--- src/rtl/key_event_encoder_if.sv ---
// key_event_encoder_if
//   Bundles the raw key/button inputs and the encoded note/event outputs of
//   key_event_encoder so they travel as one port.
//   Inputs  : iKeys[11:0], iOctUp, iOctDn, iAdsrUp, iAdsrDn, iAdsrSel[2:0]
//   Outputs : oNote[3:0], oNoteIn, oOctavePlusPlus, oOctaveMinusMinus,
//             oAdsrPlusPlus, oAdsrMinusMinus, oAdsrSelector[2:0], oOctave[2:0]
//   master drives the raw inputs and observes the outputs; slave is the encoder.
interface key_event_encoder_if;
   logic [11:0] iKeys;
   logic        iOctUp;
   logic        iOctDn;
   logic        iAdsrUp;
   logic        iAdsrDn;
   logic [2:0]  iAdsrSel;
   logic [3:0]  oNote;
   logic        oNoteIn;
   logic        oOctavePlusPlus;
   logic        oOctaveMinusMinus;
   logic        oAdsrPlusPlus;
   logic        oAdsrMinusMinus;
   logic [2:0]  oAdsrSelector;
   logic [2:0]  oOctave;

   modport master (
      output iKeys, iOctUp, iOctDn, iAdsrUp, iAdsrDn, iAdsrSel,
      input  oNote, oNoteIn, oOctavePlusPlus, oOctaveMinusMinus,
             oAdsrPlusPlus, oAdsrMinusMinus, oAdsrSelector, oOctave
   );

   modport slave (
      input  iKeys, iOctUp, iOctDn, iAdsrUp, iAdsrDn, iAdsrSel,
      output oNote, oNoteIn, oOctavePlusPlus, oOctaveMinusMinus,
             oAdsrPlusPlus, oAdsrMinusMinus, oAdsrSelector, oOctave
   );
endinterface

--- src/rtl/key_event_encoder.sv ---
// key_event_encoder
//   Turns 12 raw note keys and 4 raw push buttons into a latched note code,
//   a note-held level, single-cycle octave/ADSR event pulses and a 0..6
//   octave register. Every raw bit is 2-flop synchronised; keys and buttons
//   are then debounced individually. The ADSR select switches are only
//   synchronised.
//   Ports:
//     iClock  : sole clock, rising edge
//     iResetn : synchronous active-low reset
//     bus     : key_event_encoder_if.slave (raw inputs in, events out)
module key_event_encoder #(
   parameter logic [19:0] DEBOUNCE_CYCLES = 20'd500000,
   parameter logic [5:0]  GAP_CYCLES      = 6'd32
) (
   input  logic               iClock,
   input  logic               iResetn,
   key_event_encoder_if.slave bus
);

   localparam int NB = 16;

   localparam logic [1:0] ST_IDLE = 2'd0;
   localparam logic [1:0] ST_HELD = 2'd1;
   localparam logic [1:0] ST_GAP  = 2'd2;

   // bit 11..0 = keys, 12 = oct up, 13 = oct down, 14 = adsr up, 15 = adsr down
   logic [NB-1:0] raw;
   assign raw = {bus.iAdsrDn, bus.iAdsrUp, bus.iOctDn, bus.iOctUp, bus.iKeys};

   logic [NB-1:0] sync1_q, sync2_q;
   logic [2:0]    sel1_q, sel2_q;

   always_ff @(posedge iClock) begin
      if (!iResetn) begin
         sync1_q <= '0;
         sync2_q <= '0;
         sel1_q  <= '0;
         sel2_q  <= '0;
      end else begin
         sync1_q <= raw;
         sync2_q <= sync1_q;
         sel1_q  <= bus.iAdsrSel;
         sel2_q  <= sel1_q;
      end
   end

   // Debounce: count consecutive disagreeing cycles; the cycle the count
   // would reach DEBOUNCE_CYCLES flips the output and clears the count.
   logic [19:0]   cnt_q [NB];
   logic [19:0]   cnt_d [NB];
   logic [NB-1:0] db_q, db_d;

   always_comb begin
      db_d = db_q;
      for (int k = 0; k < NB; k++) begin
         cnt_d[k] = '0;
         if (sync2_q[k] != db_q[k]) begin
            if (cnt_q[k] + 20'd1 == DEBOUNCE_CYCLES) db_d[k] = ~db_q[k];
            else                                     cnt_d[k] = cnt_q[k] + 20'd1;
         end
      end
   end

   always_ff @(posedge iClock) begin
      if (!iResetn) begin
         db_q <= '0;
         for (int k = 0; k < NB; k++) cnt_q[k] <= '0;
      end else begin
         db_q <= db_d;
         for (int k = 0; k < NB; k++) cnt_q[k] <= cnt_d[k];
      end
   end

   // Note FSM
   logic [1:0] state_q, state_d;
   logic [3:0] note_q, note_d;
   logic       note_in_q, note_in_d;
   logic [5:0] gap_q, gap_d;
   logic [3:0] lowest_key;

   always_comb begin
      lowest_key = 4'd0;
      for (int k = 11; k >= 0; k--)
         if (db_q[k]) lowest_key = 4'(k);
   end

   always_comb begin
      state_d   = state_q;
      note_d    = note_q;
      note_in_d = note_in_q;
      gap_d     = gap_q;
      case (state_q)
         ST_IDLE: begin
            if (|db_q[11:0]) begin
               note_d    = lowest_key;
               note_in_d = 1'b1;
               state_d   = ST_HELD;
            end
         end
         ST_HELD: begin
            // only the latched key matters; db_q is 16 wide so a 4-bit index is exact
            if (!db_q[note_q]) begin
               note_in_d = 1'b0;
               gap_d     = GAP_CYCLES;
               state_d   = ST_GAP;
            end
         end
         ST_GAP: begin
            // leaving on count <= 1 gives exactly GAP_CYCLES cycles in GAP
            if (gap_q <= 6'd1) state_d = ST_IDLE;
            else               gap_d   = gap_q - 6'd1;
         end
         default: begin
            state_d   = ST_IDLE;
            note_in_d = 1'b0;
         end
      endcase
   end

   always_ff @(posedge iClock) begin
      if (!iResetn) begin
         state_q   <= ST_IDLE;
         note_q    <= '0;
         note_in_q <= 1'b0;
         gap_q     <= '0;
      end else begin
         state_q   <= state_d;
         note_q    <= note_d;
         note_in_q <= note_in_d;
         gap_q     <= gap_d;
      end
   end

   // Button events: rising edge of debounced level, opposing pair cancels
   logic [3:0] btn_prev_q;
   logic [3:0] rise;
   logic [3:0] pulse_q, pulse_d;
   logic [2:0] oct_q, oct_d;

   assign rise = db_q[15:12] & ~btn_prev_q;

   always_comb begin
      pulse_d = '0;
      oct_d   = oct_q;
      if (rise[0] && !rise[1] && oct_q < 3'd6) begin
         oct_d      = oct_q + 3'd1;
         pulse_d[0] = 1'b1;
      end
      if (rise[1] && !rise[0] && oct_q > 3'd0) begin
         oct_d      = oct_q - 3'd1;
         pulse_d[1] = 1'b1;
      end
      pulse_d[2] = rise[2] & ~rise[3];
      pulse_d[3] = rise[3] & ~rise[2];
   end

   always_ff @(posedge iClock) begin
      if (!iResetn) begin
         btn_prev_q <= '0;
         pulse_q    <= '0;
         oct_q      <= 3'd3;
      end else begin
         btn_prev_q <= db_q[15:12];
         pulse_q    <= pulse_d;
         oct_q      <= oct_d;
      end
   end

   assign bus.oNote             = note_q;
   assign bus.oNoteIn           = note_in_q;
   assign bus.oOctavePlusPlus   = pulse_q[0];
   assign bus.oOctaveMinusMinus = pulse_q[1];
   assign bus.oAdsrPlusPlus     = pulse_q[2];
   assign bus.oAdsrMinusMinus   = pulse_q[3];
   assign bus.oAdsrSelector     = sel2_q;
   assign bus.oOctave           = oct_q;

endmodule

--- src/flat_wrapper.sv ---
// flat-port wrapper written by rule: the top's interface ports become plain ports
module key_event_encoder_flat 
#(
   parameter logic [19:0] DEBOUNCE_CYCLES = 20'd500000,
   parameter logic [5:0]  GAP_CYCLES      = 6'd32
)
  (iClock, iResetn, bus_iKeys, bus_iOctUp, bus_iOctDn, bus_iAdsrUp, bus_iAdsrDn, bus_iAdsrSel, bus_oNote, bus_oNoteIn, bus_oOctavePlusPlus, bus_oOctaveMinusMinus, bus_oAdsrPlusPlus, bus_oAdsrMinusMinus, bus_oAdsrSelector, bus_oOctave);
  key_event_encoder_if bus_i ();
  input  logic iClock;
  input  logic iResetn;
  input wire logic [$bits(bus_i.iKeys)-1:0] bus_iKeys;
  input wire logic [$bits(bus_i.iOctUp)-1:0] bus_iOctUp;
  input wire logic [$bits(bus_i.iOctDn)-1:0] bus_iOctDn;
  input wire logic [$bits(bus_i.iAdsrUp)-1:0] bus_iAdsrUp;
  input wire logic [$bits(bus_i.iAdsrDn)-1:0] bus_iAdsrDn;
  input wire logic [$bits(bus_i.iAdsrSel)-1:0] bus_iAdsrSel;
  output wire logic [$bits(bus_i.oNote)-1:0] bus_oNote;
  output wire logic [$bits(bus_i.oNoteIn)-1:0] bus_oNoteIn;
  output wire logic [$bits(bus_i.oOctavePlusPlus)-1:0] bus_oOctavePlusPlus;
  output wire logic [$bits(bus_i.oOctaveMinusMinus)-1:0] bus_oOctaveMinusMinus;
  output wire logic [$bits(bus_i.oAdsrPlusPlus)-1:0] bus_oAdsrPlusPlus;
  output wire logic [$bits(bus_i.oAdsrMinusMinus)-1:0] bus_oAdsrMinusMinus;
  output wire logic [$bits(bus_i.oAdsrSelector)-1:0] bus_oAdsrSelector;
  output wire logic [$bits(bus_i.oOctave)-1:0] bus_oOctave;
  assign bus_i.iKeys = bus_iKeys;
  assign bus_i.iOctUp = bus_iOctUp;
  assign bus_i.iOctDn = bus_iOctDn;
  assign bus_i.iAdsrUp = bus_iAdsrUp;
  assign bus_i.iAdsrDn = bus_iAdsrDn;
  assign bus_i.iAdsrSel = bus_iAdsrSel;
  assign bus_oNote = bus_i.oNote;
  assign bus_oNoteIn = bus_i.oNoteIn;
  assign bus_oOctavePlusPlus = bus_i.oOctavePlusPlus;
  assign bus_oOctaveMinusMinus = bus_i.oOctaveMinusMinus;
  assign bus_oAdsrPlusPlus = bus_i.oAdsrPlusPlus;
  assign bus_oAdsrMinusMinus = bus_i.oAdsrMinusMinus;
  assign bus_oAdsrSelector = bus_i.oAdsrSelector;
  assign bus_oOctave = bus_i.oOctave;
  key_event_encoder #(.DEBOUNCE_CYCLES(DEBOUNCE_CYCLES), .GAP_CYCLES(GAP_CYCLES)) u_core (.iClock(iClock), .iResetn(iResetn), .bus(bus_i));
endmodule
--- config.mk ---
export PLATFORM = sky130hd
export DESIGN_NAME = key_event_encoder_flat
export DESIGN_NICKNAME = d
export VERILOG_FILES = /design/src/rtl/key_event_encoder_if.sv /design/src/rtl/key_event_encoder.sv /design/src/flat_wrapper.sv
export SDC_FILE = /design/constraint.sdc
export NUM_CORES = 1
export LEC_CHECK = 0
export CAP_MARGIN = 10
export CORE_MARGIN = 4
export CORE_UTILIZATION = 50
export CTS_CLUSTER_DIAMETER = 100
export CTS_CLUSTER_SIZE = 20
export DETAILED_ROUTE_END_ITERATION = 10
export PLACE_DENSITY_LB_ADDON = 0.3
export SLEW_MARGIN = 10
export SYNTH_ARGS = -nofsm -noshare
export SYNTH_HDL_FRONTEND = slang
export SYNTH_SLANG_ARGS = --single-unit
--- constraint.sdc ---
create_clock -name iClock -period 4.05 [get_ports iClock]
set_input_delay 0.81 -clock iClock [delete_from_list [all_inputs] [get_ports iClock]]
set_output_delay 0.81 -clock iClock [all_outputs]
set_load 0.02 [all_outputs]
==> results.yml <==
status:
  run_status: "finished clean"
finish:
  final_common_cell: "dfxtp_1"
  drive_above_1_share: 0.0386
  diodes: 0
  final_area_mm2: 0.0212
  fillers: 3704
  final_cell_mix: "dfxtp_1, nor2_1, nand2_1"
  nets: 2357
  syn_to_final_growth_pct: 5.80
yosys:
  netlist_instances: 2349
  ys_seq_area_frac: 0.398
  synth-edff-count: 0
  synthArstFlopShare: 0
  synthesis.nets: 2398
  synth_seq_cells: 398
  synth_ff_type: "dfxtp_1"
  synth.avg_cell_area_um2: 8.52
  synth_warnings: 0
  ys_types: 91
  syn_area_mm2: 0.0200
die:
  die_area_mm2: 0.0433
  io_pins: 36
  num_rows: 73
  die_w_um: 208
  coreArea_mm2: 0.0396
  start_util: 0.505
  die_h_um: 208
critical_path:
  crit_path_max_fanout: 17
  cp-start-kind: "flip-flop"
  critPathKind: "reg -> reg"
  arrival_ns: 3.70
  cp_cell_sequence: "ha_1 > inv_1 > nor4_2 > and2_1 > nand3_1 > a2111oi_1 > or2_1 > o21ba_2"
  path_buf_inv: 1
  slowest_stage: "a2111oi_1"
  slowest_delay_ns: 0.56
  crit_family: "simple AND/OR/NAND/NOR gates"
  cp.required_ns: 4.48
  end_kind: "flip-flop"
pwr:
  vdd_drop_max_mv: 0.255
  power_leakage_nw: 6.62
  power_mw: 6.31
  power_density_mw_per_mm2: 298
placed_design:
  io_buffers: 35
  dpl.hpwl_mm: 28.0
  place.gp.congestion: 0.877
  place_area_mm2: 0.0206
timing:
  hold_viol: 0
  worst_pin_slew_ns: 0.875
  slew_violations: 0
  finalSetupTns_ns: 0
  fmax_ghz: 0.306
  skew_ns: 0.0192
  rsz0062_at_grt: "no"
  layout_min_cycle_time_ns: 3.27
  setup_viol: 0
  period_share: 0.807
  maxSlewHeadroom: 0.416
cts:
  htreeDepth: 1
  clock_path_buffers: 3
  cts_tree: "yes"
  hold_buffers: 0
  worst_skew_pair.late_latency_ns: 0.54
  postCtsSetupRepairBufs: 0
  cts_resized: 0
  clkTransAtPathRegs_ns: 0.08
  cts_buffers: 23
  cts_root_buffer: "clkbuf_16"
  clock_sinks: 398
routing:
  dr.pass1.iters: 6
  drc: 0
  wl_per_cell_um: 13.9
  vias: 15835
  ant_nets: 0
  drt-total-wl_mm: 39.5
  viasPerCell: 5.59
  drt_iter0_drc: 783
global_routing:
  grt_pass1_wl_mm: 68.8
  track_usage: 0.176
  antenna_found_initial: 0
  grt_remaining_overflow: 0
  grt_pass1_vias: 14869
  grt_start_max_net_pins: 36
min_path:
  min_path_type: "reg -> reg"
run:
  max_cap_viol_count: 0
[worst register-to-register path: cells and delay by family (launching register included)]
| kind | cells | cell delay (ns) |
|---|---|---|
| simple gates | 4 | 1.39 |
| buf+inv | 1 | 0.18 |
| compound gates | 2 | 0.81 |
| flops | 1 | 0.39 |
| fa+ha+maj | 1 | 0.41 |
[cell type report]
class,instances,area [µm²],area share
clock buffer,24,589,0.0278
clock inverter,1,8.76,0.000414
inverter,57,214,0.0101
multi-input combinational,1788,11400,0.536
sequential,398,7970,0.376
tap,525,657,0.0310
timing repair buffer,40,383,0.0181
[where the power goes]
part | leakage [nW] | switching (mW) | internal [mW]
Combinational | 3.11 | 0.0562 | 0.0387
Clock | 0.295 | 1.23 | 1.03
Sequential | 3.21 | 0.0152 | 3.93
[worst paths after layout]
check / slack [ns] / startpoint / cells past startpoint / to
setup / recovery: 0.78 / u_core.cnt_q[5][20] / 8 / u_core.cnt_q[5][26]
hold / removal: 0.44 / u_core.sync1_q[5] / 1 / u_core.sync2_q[5]
setup reg to reg: 0.78 / u_core.cnt_q[5][20] / 8 / u_core.cnt_q[5][26]
hold reg to reg: 0.44 / u_core.sync1_q[5] / 1 / u_core.sync2_q[5]
[cells by family after synthesis]
family / synth area share
AO/OA/AOI/OAI: 0.0811
XOR/XNOR: 0.135
adder cells (fa/ha/maj): 0.0179
buffers and inverters: 0.0346
flip-flops: 0.398
multiplexers: 0.0214
AND/OR/NAND/NOR: 0.312
[state kept, by name (all words and copies together) (netlist names)]
name / count
u_core.bus.oNoteIn: 1
u_core.sync2_q: 16
u_core.bus.oNote: 4
u_core.db_q: 16
u_core.bus.oAdsrSelector: 3
u_core.bus.oOctave: 3
u_core.sel1_q: 3
u_core.btn_prev_q: 4
u_core.cnt_q: 320
u_core.state_q: 2
u_core.pulse_q: 4
u_core.gap_q: 6
u_core.sync1_q: 16
[Yosys cell counts (7+ instances only)]
| master | n | area share |
|---|---|---|
| nand2b_1 | 13 | 0.0041 |
| o211ai_1 | 12 | 0.0045 |
| nand3b_1 | 12 | 0.0045 |
| nand3_1 | 119 | 0.030 |
| or4_1 | 14 | 0.0053 |
| nand4b_1 | 17 | 0.0074 |
| nor2_1 | 351 | 0.066 |
| a211oi_1 | 13 | 0.0049 |
| nor4b_1 | 7 | 0.0031 |
| a31oi_1 | 20 | 0.0063 |
| xor2_1 | 151 | 0.066 |
| and4_1 | 44 | 0.019 |
| o31ai_1 | 17 | 0.0064 |
| nor3b_1 | 20 | 0.0075 |
| or3_1 | 17 | 0.0053 |
| nor3_1 | 94 | 0.024 |
| buf_2 | 36 | 0.0090 |
| inv_1 | 57 | 0.011 |
| nand2_1 | 177 | 0.033 |
| o22ai_1 | 7 | 0.0022 |
| ha_1 | 27 | 0.017 |
| o21ai_0 | 25 | 0.0063 |
| and2_1 | 62 | 0.019 |
| a21oi_1 | 50 | 0.013 |
| nor4_1 | 44 | 0.014 |
| clkbuf_1 | 58 | 0.011 |
| dfxtp_1 | 398 | 0.40 |
| xnor2_1 | 157 | 0.069 |
| and3_1 | 35 | 0.011 |
| nand4_1 | 94 | 0.029 |
| mux2i_1 | 27 | 0.014 |
| nor2b_1 | 22 | 0.0069 |
[per-layer routing]
layer  part of all wire  wire length, µm  vias to the layer above  track usage
met2               0.47            18400                      204        0.299
met1               0.49            19200                     7447        0.244
li1                   -                -                     8142            -
met3              0.033             1290                       42       0.0229
met4              0.014              560                        0       0.0333
met5                  0                0                        -            0
[stage by stage]
stage	hold slack [ns]	utilization	worst slack, ns	instances
global route	0.464	0.534	0.456	2833
floorplan	0.401	-	1.28	2349
detailed placement	0.424	0.519	0.838	2808
CTS	0.445	0.534	0.772	2833
global placement	0.423	0.519	0.979	2808
finish	0.442	0.534	0.782	2833
No activity file was read; power rests on OpenSTA's default activity.
